### src/rtl/dffram_pkg.sv
// Shared types and elaboration helpers for the DFFRAM request controller.
package dffram_pkg;

  typedef enum logic [1:0] {
    IDLE,
    ACCESS,
    RD_WAIT,
    RSP
  } state_t;

  localparam int RD_LAT_MIN = 1;
  localparam int RD_LAT_MAX = 4;

  // Word address width for a RAM built from `banks` 16-word banks.
  function automatic int calc_awidth(input int banks);
    return $clog2(banks) + 4;
  endfunction

endpackage

### src/rtl/dffram_req_ctrl.sv
// Initiator-side sequencer for a single-port DFFRAM: turns valid/ready commands
// into EN0/WE0/A0/Di0 pin activity and returns read data on a valid/ready channel.
module dffram_req_ctrl
  import dffram_pkg::*;
#(
  parameter  int WSIZE  = 4,
  parameter  int BANKS  = 8,
  parameter  int RD_LAT = 1,
  localparam int AWIDTH = calc_awidth(BANKS)
) (
  input  logic                 CLK,
  input  logic                 RST_N,
  input  logic                 cmd_valid,
  output logic                 cmd_ready,
  input  logic                 cmd_we,
  input  logic [WSIZE-1:0]     cmd_mask,
  input  logic [AWIDTH-1:0]    cmd_addr,
  input  logic [WSIZE*8-1:0]   cmd_wdata,
  output logic                 rsp_valid,
  input  logic                 rsp_ready,
  output logic [WSIZE*8-1:0]   rsp_rdata,
  output logic                 EN0,
  output logic [WSIZE-1:0]     WE0,
  output logic [AWIDTH-1:0]    A0,
  output logic [WSIZE*8-1:0]   Di0,
  input  logic [WSIZE*8-1:0]   Do0
);

  // Out-of-range latencies are clamped to the supported window.
  localparam int LAT = (RD_LAT < RD_LAT_MIN) ? RD_LAT_MIN :
                       (RD_LAT > RD_LAT_MAX) ? RD_LAT_MAX : RD_LAT;
  localparam int CNT_W = $clog2(LAT + 1);
  localparam logic [CNT_W-1:0] CNT_INIT = CNT_W'(LAT);
  localparam logic [CNT_W-1:0] CNT_ONE  = CNT_W'(1);

  state_t               state_q, state_d;
  logic [CNT_W-1:0]     cnt_q, cnt_d;
  logic                 is_wr_q, is_wr_d;

  logic                 cmd_ready_d;
  logic                 rsp_valid_d;
  logic [WSIZE*8-1:0]   rsp_rdata_d;
  logic                 en_d;
  logic [WSIZE-1:0]     we_d;
  logic [AWIDTH-1:0]    addr_d;
  logic [WSIZE*8-1:0]   di_d;

  always_ff @(posedge CLK or negedge RST_N) begin
    if (!RST_N) begin
      state_q <= IDLE;
      cnt_q   <= '0;
      is_wr_q <= 1'b0;
    end else begin
      state_q <= state_d;
      cnt_q   <= cnt_d;
      is_wr_q <= is_wr_d;
    end
  end

  // Every output is a register loaded from its next-state value below.
  always_ff @(posedge CLK or negedge RST_N) begin
    if (!RST_N) begin
      cmd_ready <= 1'b0;
      rsp_valid <= 1'b0;
      rsp_rdata <= '0;
      EN0       <= 1'b0;
      WE0       <= '0;
      A0        <= '0;
      Di0       <= '0;
    end else begin
      cmd_ready <= cmd_ready_d;
      rsp_valid <= rsp_valid_d;
      rsp_rdata <= rsp_rdata_d;
      EN0       <= en_d;
      WE0       <= we_d;
      A0        <= addr_d;
      Di0       <= di_d;
    end
  end

  always_comb begin
    state_d     = state_q;
    cnt_d       = cnt_q;
    is_wr_d     = is_wr_q;
    cmd_ready_d = cmd_ready;
    rsp_valid_d = rsp_valid;
    rsp_rdata_d = rsp_rdata;
    en_d        = EN0;
    we_d        = WE0;
    addr_d      = A0;
    di_d        = Di0;

    case (state_q)
      IDLE: begin
        cmd_ready_d = 1'b1;
        en_d        = 1'b0;
        we_d        = '0;
        if (cmd_valid && cmd_ready) begin
          state_d     = ACCESS;
          cmd_ready_d = 1'b0;
          is_wr_d     = cmd_we;
          addr_d      = cmd_addr;
          di_d        = cmd_wdata;
          // An all-zero mask write is a no-op, so the RAM is never enabled.
          if (cmd_we) begin
            en_d = |cmd_mask;
            we_d = cmd_mask;
          end else begin
            en_d = 1'b1;
          end
        end
      end

      ACCESS: begin
        we_d = '0;
        if (is_wr_q) begin
          state_d     = IDLE;
          en_d        = 1'b0;
          cmd_ready_d = 1'b1;
        end else begin
          state_d = RD_WAIT;
          cnt_d   = CNT_INIT;
        end
      end

      RD_WAIT: begin
        if (cnt_q == CNT_ONE) begin
          state_d     = RSP;
          rsp_rdata_d = Do0;
          rsp_valid_d = 1'b1;
          en_d        = 1'b0;
        end else begin
          cnt_d = cnt_q - CNT_ONE;
        end
      end

      RSP: begin
        if (rsp_ready) begin
          state_d     = IDLE;
          rsp_valid_d = 1'b0;
          cmd_ready_d = 1'b1;
        end
      end

      default: state_d = IDLE;
    endcase
  end

endmodule
### config.mk
export PLATFORM = sky130hd
export DESIGN_NAME = dffram_req_ctrl
export DESIGN_NICKNAME = d
export VERILOG_FILES = /design/src/rtl/dffram_pkg.sv /design/src/rtl/dffram_req_ctrl.sv
export SDC_FILE = /design/constraint.sdc
export NUM_CORES = 1
export LEC_CHECK = 0
export ABC_AREA = 1
export CORE_ASPECT_RATIO = 1.5
export CORE_MARGIN = 2
export CORE_UTILIZATION = 25
export CTS_CLUSTER_SIZE = 40
export DETAILED_ROUTE_END_ITERATION = 6
export PLACE_DENSITY = 0.57
export SYNTH_ARGS = -nofsm -noshare
export SYNTH_HDL_FRONTEND = slang
export SYNTH_SLANG_ARGS = --single-unit
### constraint.sdc
create_clock -name CLK -period 1.5 [get_ports CLK]
set_input_delay 0.3 -clock CLK [delete_from_list [all_inputs] [get_ports CLK]]
set_output_delay 0.3 -clock CLK [all_outputs]
set_load 0.005 [all_outputs]
==> flow_summary.toml, run 1 <==
[logic_synthesis]
synth_xor_area_share_pct = 0
synth_mux_area_share_pct = 0
synth-seq-cells = 82
ys_types = 22
synth_compound_area_share_pct = 8.88
synth_top_family_by_area = "simple AND/OR/NAND/NOR gates"
synthesis.area_um2 = 3420
yosysSeqAreaShare_pct = 60.0
synthAdderAreaFrac_pct = 1.83
synth_nets = 459
yosys_warnings = 0
yosys.area_share.simple_pct = 19.6
syn_avg_cell_area_um2 = 9.15
synthCells = 374

[route]
drt_first_pass_iters = 5
wire_per_inst_um = 13.7
drcViolationCount = 0
ant_nets = 0
vias = 2967
drtIter0Drc = 107
via_per_inst = 4.18
wl_mm = 9.71

[cells_and_area]
final_area_um2 = 5530
final_layout_size_suffix_gt1_share_pct = 9.31
fillCellCount = 1343
most-common-layout-cells = "nand2_1, dfrtp_1, clkdlybuf4s50_1"
area_growth_pct = 61.6
fin_cells = 710
antenna_cells = 0
mostFrequentLayoutCell = "nand2_1"
nets = 629

[setup_path]
cp.depth = 1
critPathArrivalTime_ns = 1.15
worstPathRequired_ns = 1.20
critPathCaptureType = "output pin"
cp-start-kind = "flop"
cp_num_buf_inv = 1
path_cells = "clkdlybuf4s50_1"
path_class = "flop to output pin"
slowest_stage = "clkdlybuf4s50_1"
r2r_cells = 6
cp_slowest_stage_delay_ns = 0.49
path_max_fanout = 2
cpLargestDelayFamily = "buffers and inverters"

[clocking]
insertion_delay_ns = 0.33
clock_path_buffers = 2
cts_tree = "built"
numCtsBuffers = 9
cts-root-buf = "clkbuf_16"
cts.sinks = 82
clk_pin_slew_ns = 0.06
htreeDepth = 3

[placement]
placedInstanceArea_um2 = 5190
io_buffers = 157
dp_cells = 687
gp_congestion = 0.820
detailed_place_hpwl_mm = 7.28

[timing]
finalHoldViolations = 0
tightest_slew_ns = 0.330
max_freq_mhz = 687
drv_slew = 0
post-route-period-util_pct = 97.0
period_minus_slack_ns = 1.45
setup_tns_ns = 0
slew_headroom_pct = 78.0
fin_skew_ns = 0.00647
setup_viol = 0

[pwr]
ir_drop_uv = 657
fin_total_pwr_mw = 9.93
power_density_nw_per_um2 = 1790
p_leak_nw = 3.04

[die]
io-pin-count = 158
design.die.area_um2 = 14700
dieWidth_um = 99.5
start_util_pct = 25.4
die_h_um = 147
rows = 52
core_um2 = 13500

[global_routing]
overflow = 0
grt_pass1_vias = 3048
grt_max_degree = 52
grt_pass1_wl_mm = 15.3
grtUsageTotal_pct = 13.5
antenna_found_initial = 0

[job]
cap_violations = 0

[min_path]
hold_class = "input pin to asynchronous set/reset pin"

[status]
status = "complete, no violations"
==> flip-flops by register name, summed over array words and instances, names as in the netlist, named ones only <==
signal / flops
WE0: 4
A0: 7
state_q: 1
rsp_rdata: 32
is_wr_q: 1
EN0: 1
rsp_valid: 1
cnt_q: 1
Di0: 32
cmd_ready: 1
==> report_power, final <==
group / switching, mW / total [mW] / leakage, nW / internal, mW
Combinational: 1.99 / 4.17 / 1.90 / 2.18
Sequential: 0.504 / 3.74 / 1.01 / 3.24
Clock: 0.857 / 2.01 / 0.128 / 1.16
==> final timing paths <==
check | startpoint | to | slack [ns]
worst max-delay path | Di0[19]$_DFFE_PN0P_ | Di0[19] | 0.05
worst min-delay path | RST_N | WE0[0]$_DFFE_PN0P_ | 0.41
worst max register to register | flop | Di0[28]$_DFFE_PN0P_ | 0.13
worst min register to register | rsp_rdata[7]$_DFFE_PN0P_ | rsp_rdata[7]$_DFFE_PN0P_ | 0.47
max in group asynchronous | RST_N | A0[4]$_DFFE_PN0P_ | 0.57
min in group CLK | rsp_rdata[7]$_DFFE_PN0P_ | rsp_rdata[7]$_DFFE_PN0P_ | 0.47
==> layer usage <==
metal / vias up / wire [um] / track usage, %
met4: 0 / 212 / 6.37
met3: 11 / 425 / 2.47
met1: 1381 / 3700 / 14.6
met2: 92 / 5380 / 24.8
li1: 1483 / - / -
met5: - / 0 / 0
==> area by class of cell <==
type	instances	area, um^2	area share [%]
sequential	82	2050	37.1
timing repair buffer	174	1760	31.7
multi-input combinational	224	1050	19.0
clock buffer	11	243	4.39
tap	162	203	3.67
inverter	53	199	3.60
clock inverter	4	28.8	0.520
==> through the flow <==
stage	util (%)	hold WS, ns	worst slack (ns)
floorplan	-	0.00441	0.185
global placement	38.5	0.229	0.0182
detailed placement	38.5	0.228	0.0134
CTS	40.3	0.417	0.000338
global route	41.1	0.448	-0.00257
finish	41.1	0.413	0.0453
==> logic make-up after synthesis <==
logic type,after synthesis
fa+ha+maj,5
buf+inv,68
simple gates,170
compound gates,49
flops,82
==> timing repair <==
| item | 4_1_cts | 5_1_grt |
|---|---|---|
| hold buffers | 1 | 0 |
| endpoints found under the setup margin | 59 | 60 |
| cloned | 0 | 1 |
| buffers inserted | 4 | 2 |
| hold endpoints to repair | 20 | 0 |
| gates resized for setup | 58 | 24 |
==> synthesized netlist by cell type (all sizes together) <==
cell / number / area (um^2)
nor3: 1 / 5.00
nand3b: 1 / 7.51
nand2: 149 / 562
nor2: 7 / 26.3
a21oi: 1 / 8.76
nand4: 2 / 12.5
inv: 53 / 199
nand3: 9 / 50.1
ha: 5 / 62.6
buf: 13 / 128
o22ai: 4 / 37.5
or2: 1 / 6.26
o21ai: 44 / 258
clkbuf: 2 / 7.51
dfrtp: 82 / 2050
(Power assumes the default switching activity.)
==> run 2, diff against run 1 <==
Settings changed: CORE_UTILIZATION 25 to 41, PLACE_DENSITY 0.57 to 0.84, SKIP_CTS_REPAIR_TIMING set to 1.
==> run 2 against run 1 <==
Critical path type unchanged. Register-to-register slack worse by 0.03 ns. The flow now finishes with violations (hold timing). First-iteration DRC count up 62%. Die area down 38%.
==> flow_summary.toml, run 2 (synthesized netlist as in run 1, its figures left out) <==
[cells_and_area]
area_growth_pct = 64.6
final_util_pct = 69.9
antenna_cells = 0
fillCellCount = 620
mostFrequentLayoutCell = "nand2_1"
final_area_um2 = 5630
most-common-layout-cells = "nand2_1, clkdlybuf4s50_1, dfrtp_1"
final_layout_size_suffix_gt1_share_pct = 9.85
multi_input_comb_area_um2 = 1070
largestRegisters = "Di0: 32 flops, rsp_rdata: 32 flops, A0: 7 flops"
nets = 628
seq_area_um2 = 2050

[setup_path]
cpLargestDelayFamily = "buffers and inverters"
worstPathRequired_ns = 1.20
slowest_stage = "clkdlybuf4s50_1"
critPathCaptureType = "output pin"
cp_slowest_stage_delay_ns = 0.50
cp-start-kind = "flop"
critPathArrivalTime_ns = 1.17
path_max_fanout = 2
path_cells = "clkdlybuf4s50_1"
cp_num_buf_inv = 1
path_class = "flop to output pin"

[timing]
max_freq_mhz = 680
tightest_slew_ns = 0.454
setup_viol = 0
drv_slew = 0
slew_headroom_pct = 69.7
fin_skew_ns = 0.00803
hold_slack_ns = -0.0434
finalHoldViolations = 14
post-route-period-util_pct = 98.0
period_minus_slack_ns = 1.47

[route]
wl_mm = 9.60
drt_first_pass_iters = 4
ant_nets = 0
drcViolationCount = 0
drtIter0Drc = 173
wire_per_inst_um = 14.7
via_per_inst = 4.65
vias = 3038

[clocking]
clk_pin_slew_ns = 0.06
cts_tree = "built"
htreeDepth = 3
clock_path_buffers = 2
insertion_delay_ns = 0.33
numCtsBuffers = 9
cts-root-buf = "clkbuf_16"
cts.sinks = 82

[min_path]
hold_class = "input pin to asynchronous set/reset pin"

[placement]
detailed_place_hpwl_mm = 6.40
placedInstanceArea_um2 = 5060
io_buffers = 157
gp_congestion = 0.889

[global_routing]
grtUsageTotal_pct = 19.9
grt_pass1_wl_mm = 14.0
antenna_found_initial = 0
grt_max_degree = 83
overflow = 0
grt_pass1_vias = 2954

[die]
die_h_um = 116
io-pin-count = 158
rows = 40
design.die.area_um2 = 9110
dieWidth_um = 78.6
core_um2 = 8060
start_util_pct = 42.5

[pwr]
power_density_nw_per_um2 = 1830
fin_total_pwr_mw = 10.3
p_leak_nw = 3.52
ir_drop_uv = 974

[status]
violations = "hold timing"
status = "complete, but fails checks"

[job]
cap_violations = 0
## run 2: path summary, 6_finish.rpt
| kind | startpoint | endpoint | slack [ns] | cells after the start |
|---|---|---|---|---|
| max in group asynchronous | RST_N | rsp_rdata[5]$_DFFE_PN0P_ | 1.16 | 2 |
| hold reg to reg | rsp_rdata[14]$_DFFE_PN0P_ | rsp_rdata[14]$_DFFE_PN0P_ | 0.47 | 2 |
| setup / recovery | Di0[0]$_DFFE_PN0P_ | Di0[0] | 0.03 | 1 |
| hold / removal | RST_N | Di0[23]$_DFFE_PN0P_ | -0.04 | 2 |
| setup reg to reg | state_q[0]$_DFFE_PN0P_ | rsp_valid$_DFFE_PN0P_ | 0.10 | 6 |
| min in group CLK | rsp_rdata[14]$_DFFE_PN0P_ | rsp_rdata[14]$_DFFE_PN0P_ | 0.47 | 2 |
## run 2: final cells by class
class	count	area share [%]
multi-input combinational	224	18.9
sequential	82	36.4
tap	105	2.33
clock inverter	6	0.577
inverter	53	3.62
timing repair buffer	173	33.9
clock buffer	10	4.24
## run 2: report_power, final
| group | total, mW | leakage, nW | switching [mW] | internal [mW] |
|---|---|---|---|---|
| combinational | 4.55 | 2.36 | 2.05 | 2.51 |
| clock | 1.99 | 0.138 | 0.844 | 1.15 |
| sequential | 3.77 | 1.01 | 0.528 | 3.24 |
| total | 10.3 | 3.52 | 3.42 | 6.90 |
## run 2: through the flow
| stage | setup TNS (ns) | hold WS (ns) | setup slack (ns) | std cells |
|---|---|---|---|---|
| floorplan | 0 | 0.00441 | 0.185 | 374 |
| CTS | -1.21 | 0.00910 | -0.0539 | 643 |
| global placement | 0 | 0.359 | 0.00402 | 627 |
| global route | -0.0232 | 0.0115 | -0.0111 | 653 |
| detailed placement | -0.0479 | 0.364 | -0.0137 | 627 |
| finish | 0 | -0.0434 | 0.0297 | 653 |
## run 2: routing by layer
| metal | vias to the layer above | GRT usage [%] | share of wire (%) |
|---|---|---|---|
| li1 | 1479 | - | - |
| met1 | 1444 | 22.2 | 37 |
| met2 | 104 | 36.3 | 57 |
| met3 | 11 | 3.27 | 4.7 |
| met4 | 0 | 9.94 | 1.9 |
| met5 | - | 0 | 0 |
==> run 3, diff against run 2 <==
Settings changed: CORE_ASPECT_RATIO 1.5 to 0.75.
==> run 3 against run 2 <==
The run still ends with hold timing left. Highest routed layer unchanged. Sequential share of layout area down 0.065 points. Clock power down 25%. Largest cell class unchanged. Fmax up 4.5%.
==> flow_summary.toml, run 3 (synthesized netlist as in run 1, its figures left out) <==
[pwr]
ir_drop_uv = 774
p_leak_nw = 3.64
fin_total_pwr_mw = 9.88
power_density_nw_per_um2 = 1750

[min_path]
hold_class = "input pin to asynchronous set/reset pin"

[timing]
period_minus_slack_ns = 1.41
setup_tns_ns = 0
setup_slack_ns = 0.0931
grt_setup_unrepaired = "false"
setup_viol = 0
tightest_slew_ns = 0.423
finalHoldViolations = 33
fin_skew_ns = 0.00907
drv_slew = 0
post-route-period-util_pct = 93.8
hold_slack_ns = -0.0224
max_freq_mhz = 711
slew_headroom_pct = 71.8

[setup_path]
path_class = "flop to flop"
worstPathRequired_ns = 1.73
cp-start-kind = "flop"
critPathCaptureType = "flop"
path_max_fanout = 34
cp_num_buf_inv = 2
path_cells = "inv_1, ha_2, nand3_4, buf_12, nor2_1, a21oi_2"
cpLargestDelayFamily = "flip-flops"
critPathArrivalTime_ns = 1.63
slowest_stage = "dfrtp_1"
cp_slowest_stage_delay_ns = 0.44

[global_routing]
grt_pass1_wl_mm = 13.6
grt_pass1_vias = 2858
overflow = 0
antenna_found_initial = 0
grtUsageTotal_pct = 19.1
grt_max_degree = 83

[clocking]
cts.sinks = 82
clk_pin_slew_ns = 0.08
numCtsBuffers = 9
clock_path_buffers = 2
cts-root-buf = "clkbuf_8"
htreeDepth = 3
insertion_delay_ns = 0.34
cts_tree = "built"

[cells_and_area]
final_util_pct = 70.7
largestRegisters = "Di0: 32 flops, rsp_rdata: 32 flops, A0: 7 flops"
most-common-layout-cells = "nand2_1, dfrtp_1, clkdlybuf4s50_1, dlymetal6s2s_1, inv_1"
nets = 638
mostFrequentLayoutCell = "nand2_1"
fillCellCount = 569
final_area_um2 = 5640
area_growth_pct = 64.9
antenna_cells = 0
fin_cells = 662
final_layout_size_suffix_gt1_share_pct = 11.0

[route]
drtIter0Drc = 178
drt_first_pass_iters = 4
wire_per_inst_um = 13.3
drcViolationCount = 0
vias = 3027
via_per_inst = 4.57
wl_mm = 8.83
ant_nets = 0

[placement]
dp_cells = 628
gp_congestion = 0.758
place_ws_ns = 0.0238
io_buffers = 157
detailed_place_hpwl_mm = 6.03
placedInstanceArea_um2 = 5090

[die]
die_h_um = 83.1
core_um2 = 7990
start_util_pct = 42.8
dieWidth_um = 109
rows = 28
io-pin-count = 158
design.die.area_um2 = 9100

[status]
status = "complete, but fails checks"
violations = "hold timing"

[job]
cap_violations = 0
## run 3: cell count changes in the layout (fill, tap and decap cells not counted), moves of 2 or more
cell             delta
clkbuf_16           -9
clkinv_2            -3
buf_4               +9
dlymetal6s2s_1      +9
buf_12              +2
clkdlybuf4s50_1     -9
clkbuf_8            +8
## run 3: worst reg2reg max path, delay by kind of cell, from the launching register on
kind	cells	cell delay (ns)
and+or+nand+nor	2	0.27
adders and majority gates	1	0.24
AOI/OAI and AO/OA	1	0.04
buffers and inverters	2	0.30
DFF	1	0.44
## run 3: metal layers
layer	global-route usage [%]	share of wire (%)
met5	0	0
met1	24.0	41
met2	32.4	52
met3	4.63	6.7
met4	5.75	0.79
## run 3: layout make-up
| class | instances | area, um^2 | share of cell area, % |
|---|---|---|---|
| clock buffer | 10 | 128 | 2.26 |
| sequential | 82 | 2050 | 36.4 |
| tap | 105 | 131 | 2.33 |
| multi-input combinational | 224 | 1050 | 18.6 |
| timing repair buffer | 183 | 2030 | 35.9 |
| clock inverter | 5 | 56.3 | 0.998 |
| inverter | 53 | 199 | 3.52 |
## run 3: path summary, 6_finish.rpt
check | from | to | slack [ns] | cells past startpoint
max reg2reg | flop | is_wr_q$_DFFE_PN0P_ | 0.09 | 6
max in group asynchronous | RST_N | Di0[2]$_DFFE_PN0P_ | 1.19 | 2
max | flop | is_wr_q$_DFFE_PN0P_ | 0.09 | 6
min in group CLK | rsp_rdata[31]$_DFFE_PN0P_ | rsp_rdata[31]$_DFFE_PN0P_ | 0.48 | 2
min | RST_N | Di0[19]$_DFFE_PN0P_ | -0.02 | 2
min reg2reg | rsp_rdata[31]$_DFFE_PN0P_ | rsp_rdata[31]$_DFFE_PN0P_ | 0.48 | 2
## run 3: where the power goes
part           leakage, nW  total [mW]  internal, mW  switching [mW]
Sequential            1.01        3.78          3.23           0.544
Clock               0.0921        1.49         0.757           0.735
Combinational         2.53        4.61          2.60            2.01
